## config.mk

```make
export PLATFORM = sky130hd
export DESIGN_NAME = imem_stream_loader_flat
export DESIGN_NICKNAME = d
export VERILOG_FILES = /design/src/rtl/imem_stream_loader_if.sv /design/src/rtl/imem_stream_loader.sv /design/src/flat_wrapper.sv
export SDC_FILE = /design/constraint.sdc
export NUM_CORES = 1
export LEC_CHECK = 0
export CAP_MARGIN = 20
export CORE_MARGIN = 3
export CORE_UTILIZATION = 35
export DETAILED_ROUTE_END_ITERATION = 8
export PLACE_DENSITY = 0.65
export SLEW_MARGIN = 20
export SYNTH_ARGS = -nofsm -noshare
export SYNTH_HDL_FRONTEND = slang
export SYNTH_SLANG_ARGS = --single-unit
```

## constraint.sdc

```tcl
create_clock -name clk -period 6.3 [get_ports clk]
set_input_delay 1.26 -clock clk [delete_from_list [all_inputs] [get_ports clk]]
set_output_delay 1.26 -clock clk [all_outputs]
set_load 0.05 [all_outputs]
```

## src/rtl/imem_stream_loader_if.sv

```systemverilog
// Byte-stream input and instruction-store write bus of the stream loader.
// master = loader side, slave = stream source / instruction store side.
interface imem_stream_loader_if;
    logic        in_valid;
    logic [7:0]  in_data;
    logic        in_ready;
    logic        imem_we;
    logic [31:0] imem_addr;
    logic [31:0] imem_wdata;

    modport master (
        input  in_valid, in_data,
        output in_ready, imem_we, imem_addr, imem_wdata
    );

    modport slave (
        output in_valid, in_data,
        input  in_ready, imem_we, imem_addr, imem_wdata
    );
endinterface

```

## src/rtl/imem_stream_loader.sv

```systemverilog
// Fills the instruction store from a little-endian byte stream while holding the CPU.
// Optional macro IMEM_LOADER_CKSUM_EN: a trailing 32-bit checksum word is verified against the data sum.
module imem_stream_loader #(
    parameter int unsigned DEPTH  = 256,
    parameter int unsigned ADDR_W = 8,
    parameter int unsigned CNT_W  = 9
) (
    input  logic                 clk,
    input  logic                 rst,
    input  logic                 start,
    input  logic [CNT_W-1:0]     word_count,
    imem_stream_loader_if.master bus,
    output logic                 busy,
    output logic                 done,
    output logic                 error,
    output logic                 cpu_hold
);

    typedef enum logic [1:0] {
        S_IDLE  = 2'd0,
        S_LOAD  = 2'd1,
`ifdef IMEM_LOADER_CKSUM_EN
        S_CKSUM = 2'd2,
`endif
        S_DONE  = 2'd3
    } state_e;

    state_e             state_q, state_d;
    logic [1:0]         byte_idx_q, byte_idx_d;
    logic [ADDR_W-1:0]  word_idx_q, word_idx_d;
    logic [23:0]        word_buf_q, word_buf_d;
    logic [CNT_W-1:0]   wc_q, wc_d;
    logic               we_q, we_d;
    logic [31:0]        addr_q, addr_d;
    logic [31:0]        wdata_q, wdata_d;
    logic               error_q, error_d;
    logic               in_ready_q, busy_q, done_q, hold_q;
    logic               streaming_d;
`ifdef IMEM_LOADER_CKSUM_EN
    logic [31:0]        sum_q, sum_d;
`endif

    logic               accept;
    logic               lane3;
    logic               wc_ok;
    logic               last_word;
    logic [31:0]        assembled;

    assign accept    = bus.in_valid && in_ready_q;
    assign lane3     = accept && (byte_idx_q == 2'd3);
    assign wc_ok     = (word_count != '0) && (word_count <= CNT_W'(DEPTH));
    assign last_word = (CNT_W'(word_idx_q) + CNT_W'(1)) == wc_q;
    assign assembled = {bus.in_data, word_buf_q};

    // Next-state and datapath updates
    always_comb begin
        state_d     = state_q;
        byte_idx_d  = byte_idx_q;
        word_idx_d  = word_idx_q;
        word_buf_d  = word_buf_q;
        wc_d        = wc_q;
        we_d        = 1'b0;
        addr_d      = addr_q;
        wdata_d     = wdata_q;
        error_d     = error_q;
        streaming_d = 1'b0;
`ifdef IMEM_LOADER_CKSUM_EN
        sum_d       = sum_q;
`endif

        if (accept) begin
            byte_idx_d = byte_idx_q + 2'd1;
            case (byte_idx_q)
                2'd0:    word_buf_d[7:0]   = bus.in_data;
                2'd1:    word_buf_d[15:8]  = bus.in_data;
                2'd2:    word_buf_d[23:16] = bus.in_data;
                default: ;
            endcase
        end

        case (state_q)
            S_IDLE, S_DONE: begin
                if (start) begin
                    byte_idx_d = 2'd0;
                    word_idx_d = '0;
`ifdef IMEM_LOADER_CKSUM_EN
                    sum_d      = '0;
`endif
                    if (wc_ok) begin
                        state_d = S_LOAD;
                        wc_d    = word_count;
                        error_d = 1'b0;
                    end else begin
                        state_d = S_DONE;
                        error_d = 1'b1;
                    end
                end
            end
            S_LOAD: begin
                if (lane3) begin
                    we_d    = 1'b1;
                    addr_d  = 32'({word_idx_q, 2'b00});
                    wdata_d = assembled;
`ifdef IMEM_LOADER_CKSUM_EN
                    sum_d   = sum_q + assembled;
`endif
                    if (last_word) begin
`ifdef IMEM_LOADER_CKSUM_EN
                        state_d = S_CKSUM;
`else
                        state_d = S_DONE;
`endif
                    end else begin
                        word_idx_d = word_idx_q + ADDR_W'(1);
                    end
                end
            end
`ifdef IMEM_LOADER_CKSUM_EN
            S_CKSUM: begin
                if (lane3) begin
                    state_d = S_DONE;
                    error_d = (assembled != sum_q);
                end
            end
`endif
            default: state_d = S_IDLE;
        endcase

        streaming_d = (state_d == S_LOAD);
`ifdef IMEM_LOADER_CKSUM_EN
        streaming_d = streaming_d || (state_d == S_CKSUM);
`endif
    end

    // State and output registers
    always_ff @(posedge clk) begin
        if (rst) begin
            state_q    <= S_IDLE;
            byte_idx_q <= 2'd0;
            word_idx_q <= '0;
            word_buf_q <= '0;
            wc_q       <= '0;
            we_q       <= 1'b0;
            addr_q     <= '0;
            wdata_q    <= '0;
            error_q    <= 1'b0;
            in_ready_q <= 1'b0;
            busy_q     <= 1'b0;
            done_q     <= 1'b0;
            hold_q     <= 1'b1;
`ifdef IMEM_LOADER_CKSUM_EN
            sum_q      <= '0;
`endif
        end else begin
            state_q    <= state_d;
            byte_idx_q <= byte_idx_d;
            word_idx_q <= word_idx_d;
            word_buf_q <= word_buf_d;
            wc_q       <= wc_d;
            we_q       <= we_d;
            addr_q     <= addr_d;
            wdata_q    <= wdata_d;
            error_q    <= error_d;
            in_ready_q <= streaming_d;
            busy_q     <= streaming_d;
            done_q     <= (state_d == S_DONE);
            hold_q     <= (state_d != S_DONE);
`ifdef IMEM_LOADER_CKSUM_EN
            sum_q      <= sum_d;
`endif
        end
    end

    assign bus.in_ready   = in_ready_q;
    assign bus.imem_we    = we_q;
    assign bus.imem_addr  = addr_q;
    assign bus.imem_wdata = wdata_q;
    assign busy           = busy_q;
    assign done           = done_q;
    assign error          = error_q;
    assign cpu_hold       = hold_q;

endmodule

```

## src/flat_wrapper.sv

```systemverilog
// flat-port wrapper written by rule: the top's interface ports become plain ports
module imem_stream_loader_flat 
#(
    parameter int unsigned DEPTH  = 256,
    parameter int unsigned ADDR_W = 8,
    parameter int unsigned CNT_W  = 9
)
  (clk, rst, start, word_count, busy, done, error, cpu_hold, bus_in_valid, bus_in_data, bus_in_ready, bus_imem_we, bus_imem_addr, bus_imem_wdata);
  imem_stream_loader_if bus_i ();
  input  logic clk;
  input  logic rst;
  input  logic start;
  input  logic [CNT_W-1:0] word_count;
  output logic busy;
  output logic done;
  output logic error;
  output logic cpu_hold;
  input wire logic [$bits(bus_i.in_valid)-1:0] bus_in_valid;
  input wire logic [$bits(bus_i.in_data)-1:0] bus_in_data;
  output wire logic [$bits(bus_i.in_ready)-1:0] bus_in_ready;
  output wire logic [$bits(bus_i.imem_we)-1:0] bus_imem_we;
  output wire logic [$bits(bus_i.imem_addr)-1:0] bus_imem_addr;
  output wire logic [$bits(bus_i.imem_wdata)-1:0] bus_imem_wdata;
  assign bus_i.in_valid = bus_in_valid;
  assign bus_i.in_data = bus_in_data;
  assign bus_in_ready = bus_i.in_ready;
  assign bus_imem_we = bus_i.imem_we;
  assign bus_imem_addr = bus_i.imem_addr;
  assign bus_imem_wdata = bus_i.imem_wdata;
  imem_stream_loader #(.DEPTH(DEPTH), .ADDR_W(ADDR_W), .CNT_W(CNT_W)) u_core (.clk(clk), .rst(rst), .start(start), .word_count(word_count), .bus(bus_i), .busy(busy), .done(done), .error(error), .cpu_hold(cpu_hold));
endmodule
```

Word-level counts from Yosys, hierarchy flattened
Index checks and enable logic that the tools add are counted.
Storage, ports and cells
  bits in registers: 90
  output and inout bits: 70
Operators by class
  add/sub/neg operators: 3
  magnitude comparators: 1
  equal/unequal tests: 12
  mux-type cells: 14
  bitwise logic cells: 1
  reductions and logical operators: 16
Operator list (count)
  $mux 8: 3
  $pmux 8 s2: 1
  $mux 2: 7
  $reduce_and 2->1: 5
  $add 8x1->9 const B: 1
  $eq 9x9->1: 1
  $le 9x9->1 const B: 1
  $reduce_bool 9->1: 1
  $add 8x1->8 const B: 1
  $eq 2x2->1 const B: 4
  $eq 2x1->1 const B: 3
  $ne 2x2->1 const B: 3
  $logic_not 2->1: 2
  $pmux 2 s2: 1
  $reduce_and 4->1: 1
  $reduce_or 2->1: 2
  $logic_and 1x1->1: 3
  $reduce_and 3->1: 1
  $add 2x1->2 const B: 1
  $mux 1: 2
  $ne 2x1->1 const B: 1
  $reduce_bool 2->1: 1
  $not 1->1: 1

Depth between registers and ports, before layout
  depth in word-level cells: 6
  depth in mapped cells: 10
  mapped depth without buffers: 8

Worst setup path before layout
No wires, ideal clock.
  path type: input to register
  start: in word_count[0]
  end: reg u_core.wc_q[8]
  library setup time: 128 ps
  data arrival time: 2602 ps
  required time: 6172 ps
  path slack: 3571 ps
  cell stages on the path: 7
  buffers on the path: 1
  cells stage by stage: nor4_1 > nand2_1 > xor2_1 > and3_1 > clkbuf_1 > mux2i_1 > nor2_1
Between the ends
  longest elaborated chain between the ends: 3
  elaborated cells between the ends (all ways): 4
Ends and longest elaborated chain
  start, declared: RTL line flat_wrapper.sv:13  | input logic [CNT_W-1:0] word_count;
  $le 9x9->1 / $reduce_bool 9->1 (equally long branches): RTL line imem_stream_loader.sv:51  | assign wc_ok = (word_count != '0) && (word_count <= CNT_W'(DEPTH));
  $logic_and 1x1->1 *: RTL line imem_stream_loader.sv:51
  $reduce_and 3->1 (no line) *
  end signal, assigned: RTL line imem_stream_loader.sv:159  | wc_q <= wc_d;
  end, declared: RTL line imem_stream_loader.sv:32  | logic [CNT_W-1:0] wc_q, wc_d;
Every way passes the cells marked *; elsewhere a longest branch is shown, timed or not.
A chain may end at the register's enable or synchronous reset.

Worst setup path after layout
  start: in start
  end: reg u_core.word_idx_q[2]
Between the ends
  longest elaborated chain between the ends: 2
Ends and longest elaborated chain
  start, declared: RTL line flat_wrapper.sv:12  | input logic start;
  $ne 2x2->1 (no line)
  $reduce_and 4->1 (no line)
  end signal, assigned: RTL line imem_stream_loader.sv:157  | word_idx_q <= word_idx_d;
  end, declared: RTL line imem_stream_loader.sv:30  | logic [ADDR_W-1:0] word_idx_q, word_idx_d;
Every way passes these cells.

==> metrics.txt <==
drt wl/cell=14.1 um; clock buffer depth=2; Post-synth EDFFs=0; Stages on worst setup path=6; CTS tree=yes; IO buf count=66; Congestion Overflow GR=0; later-pin clock latency in the skew report=0.33 ns; largest net degree at the start of global routing=82; worst hold path depth=2; sequential share of the synthesized area=between 40% and 50%; average size of a mapped cell=around 8.5 um^2; max-cap viol count=0; Core ar.=about 0.011 mm^2; relative slew slack=between 40% and 50%; met1 Use GR=20.1%; Initial Util=between 30% and 40%; Residual DRC=0; hpwl dp=6460 um; CP peak stage delay=0.68 ns; reg2reg path depth=7; Worst Skew=0.00496 ns; first-pass GRT wire length=15400 um; Final Util=between 40 and 50%; final worst slack=3.15 ns; period utilization=between 40% and 50%; Final TNS setup=0 ns; met2 GRT Util=between 20% and 30%; commonest register cell after synthesis=dfxtp_1; fin cells=between 600 and 700; Fin Hold WS=roughly 0.45 ns; Crit path required time=~6.6 ns; Setup violations, final=0; fin crit period=3.15 ns; Design Area, Final=0.00490 mm^2; Iter 0 DRT Violations=roughly 230; number of vias per cell=about 5; PostCTS Resize Cnt=0; cts hold-fix bufs=0; Post-Synthesis Cells=~470; synthesized flop and latch total=90; CP Launch Type=input pin; Cells after DPL=between 600 and 700; Worst Tran Pin Value=around 0.85 ns; fin. max-slew vios=0; top-count cell post-synth=nand2_1; io pins=a little over 90; Post-Syn Area=about 0.004 mm^2; Fill cells=1056; leading area contributor after synthesis=dfxtp_1; family with the most delay on the worst path=compound AO/OA/AOI/OAI gates; Worst-path clk slew=~0.070 ns; post-route total power=around 1.3 mW; most area-consuming cells after synthesis=dfxtp_1 45%, nand2_1 10%, mux2i_1 8.3%; Async SR Flop Fraction=0%; die area=between 0.01 and 0.015 mm^2; Synth top cells by count=107 x nand2_1, 90 x dfxtp_1, 47 x a21oi_1, 38 x nor2_1, 33 x mux2i_1; VDD IR max=around 140 uV; RSZ-0062 raised after global routing=false; Synth top area share=between 40% and 50%; Worst Path Arrival=approximately 3.4 ns; CP Class=in -> reg; layout cell share with drive strength beyond 1=4.41%; n_diodes=0; Total Wirelength=between 9000 and 10000 um; worst min path class=reg -> reg; DIE HEIGHT=~110 um; vias in the first global route=3114; Die X=around 110 um; Final Hold Fails=0; TritonRoute pass-1 iters=4; antenna violations before repair=0; P per Cell Area=around 260 mW/mm^2; met3 GRT Util=2.46%; Nets=545; Clk Tree Root Cell=clkbuf_16; yosys warns=0; Max Fclk=0.318 GHz; synthesis-to-finish area growth=22.8%; placer congestion estimate=between 0.7 and 0.8; Critical Path End Type=flip-flop; Final ANT Viol Nets=0; Inserted Clock Buffers=9; CP bufs+invs=1; slowest CP cell=a31oi_1; Most Used Layer, Global Route=met2; CP Cell Sequence=clkdlybuf4s50_1 > a31oi_1 > nor2b_1 > a22oi_1 > o31a_1 > o21ai_1; clk sink count=90; CP max FO=10; post-placement cell area=0.00460 mm^2; Netlist cell types=between 40 and 50; pre-CTS setup slack=2.84 ns; via count=approximately 3200; setup bufs post-CTS=0; leakage power=1.87 nW; All-Layer GR Usage=between 10% and 20%; H-tree levels=3; outcome=completed; Rows=38
## power breakdown
group	internal, mW	switching (mW)
logic	0.0512	0.109
clock network	0.319	0.220
registers	0.584	0.0132
total	0.954	0.343
## registers in the layout, summed over array words and instances, names as in the netlist, 2 cells and up
| register | cells |
|---|---|
| u_core.bus.imem_addr | 8 |
| u_core.bus.imem_wdata | 32 |
| u_core.byte_idx_q | 2 |
| u_core.state_q | 2 |
| u_core.wc_q | 9 |
| u_core.word_buf_q | 24 |
| u_core.word_idx_q | 8 |
## layout by cell type, fill, tap and decap left out, drive strengths merged, types with 4 or more instances in the layout
master         count
a21oi             47
a31o               5
buf                4
clkbuf            10
clkdlybuf4s50     65
conb              24
dfxtp             90
ha                 7
inv                9
mux2i             33
nand2            107
nand2b             5
nand3              9
nand4              5
nor2              38
nor2b              5
o21ai              5
o31ai              6
xnor2             10
xor2               5
## layout make-up
class                           instances  area [um^2]  share of cell area (%)
Inverter                                7         26.3                   0.536
Clock inverter                          5         61.3                    1.25
Multi-Input combinational cell        340         1920                    39.2
Timing Repair Buffer                   69          678                    13.8
Sequential cell                        90         1800                    36.8
Clock buffer                           10          239                    4.88
Tap cell                              140          175                    3.57
## worst register-to-register path, cell delays in order, from the launching register on
cell and delay (ns):
dfxtp_1 0.56, ha_1 0.48, nand2b_1 0.18, and2_1 0.12, o211ai_1 0.07, or4_1 0.72
or2_1 0.42, a31o_1 0.25
## metal layers
metal / wire length, um / part of all wire [%]
met4: 79 / 0.85
met5: 0 / 0
met2: 4320 / 46
met1: 4450 / 48
met3: 465 / 5.0
## cells by family (layout without fill, tap and decap cells)
family	Yosys count	in the layout	share of synthesized area, %
AND/OR/NAND/NOR	182	182	19.3
flip-flops	90	90	45.2
AO/OA/AOI/OAI	78	78	11.8
buffers and inverters	64	91	8.97
multiplexers	33	33	8.28
XOR/XNOR	16	16	4.23
adder cells (fa/ha/maj)	7	7	2.19
other	1	24	0.0940
## path summary, 6_finish.rpt
path                   startpoint                       end  slack, ns
max reg2reg  u_core.word_idx_q[0]      u_core.word_idx_q[1]       3.41
max                         start      u_core.word_idx_q[2]       3.15
min          u_core.word_buf_q[8]  u_core.bus.imem_wdata[8]       0.45
min reg2reg  u_core.word_buf_q[8]  u_core.bus.imem_wdata[8]       0.45
Power figures use the tool's default switching activity.
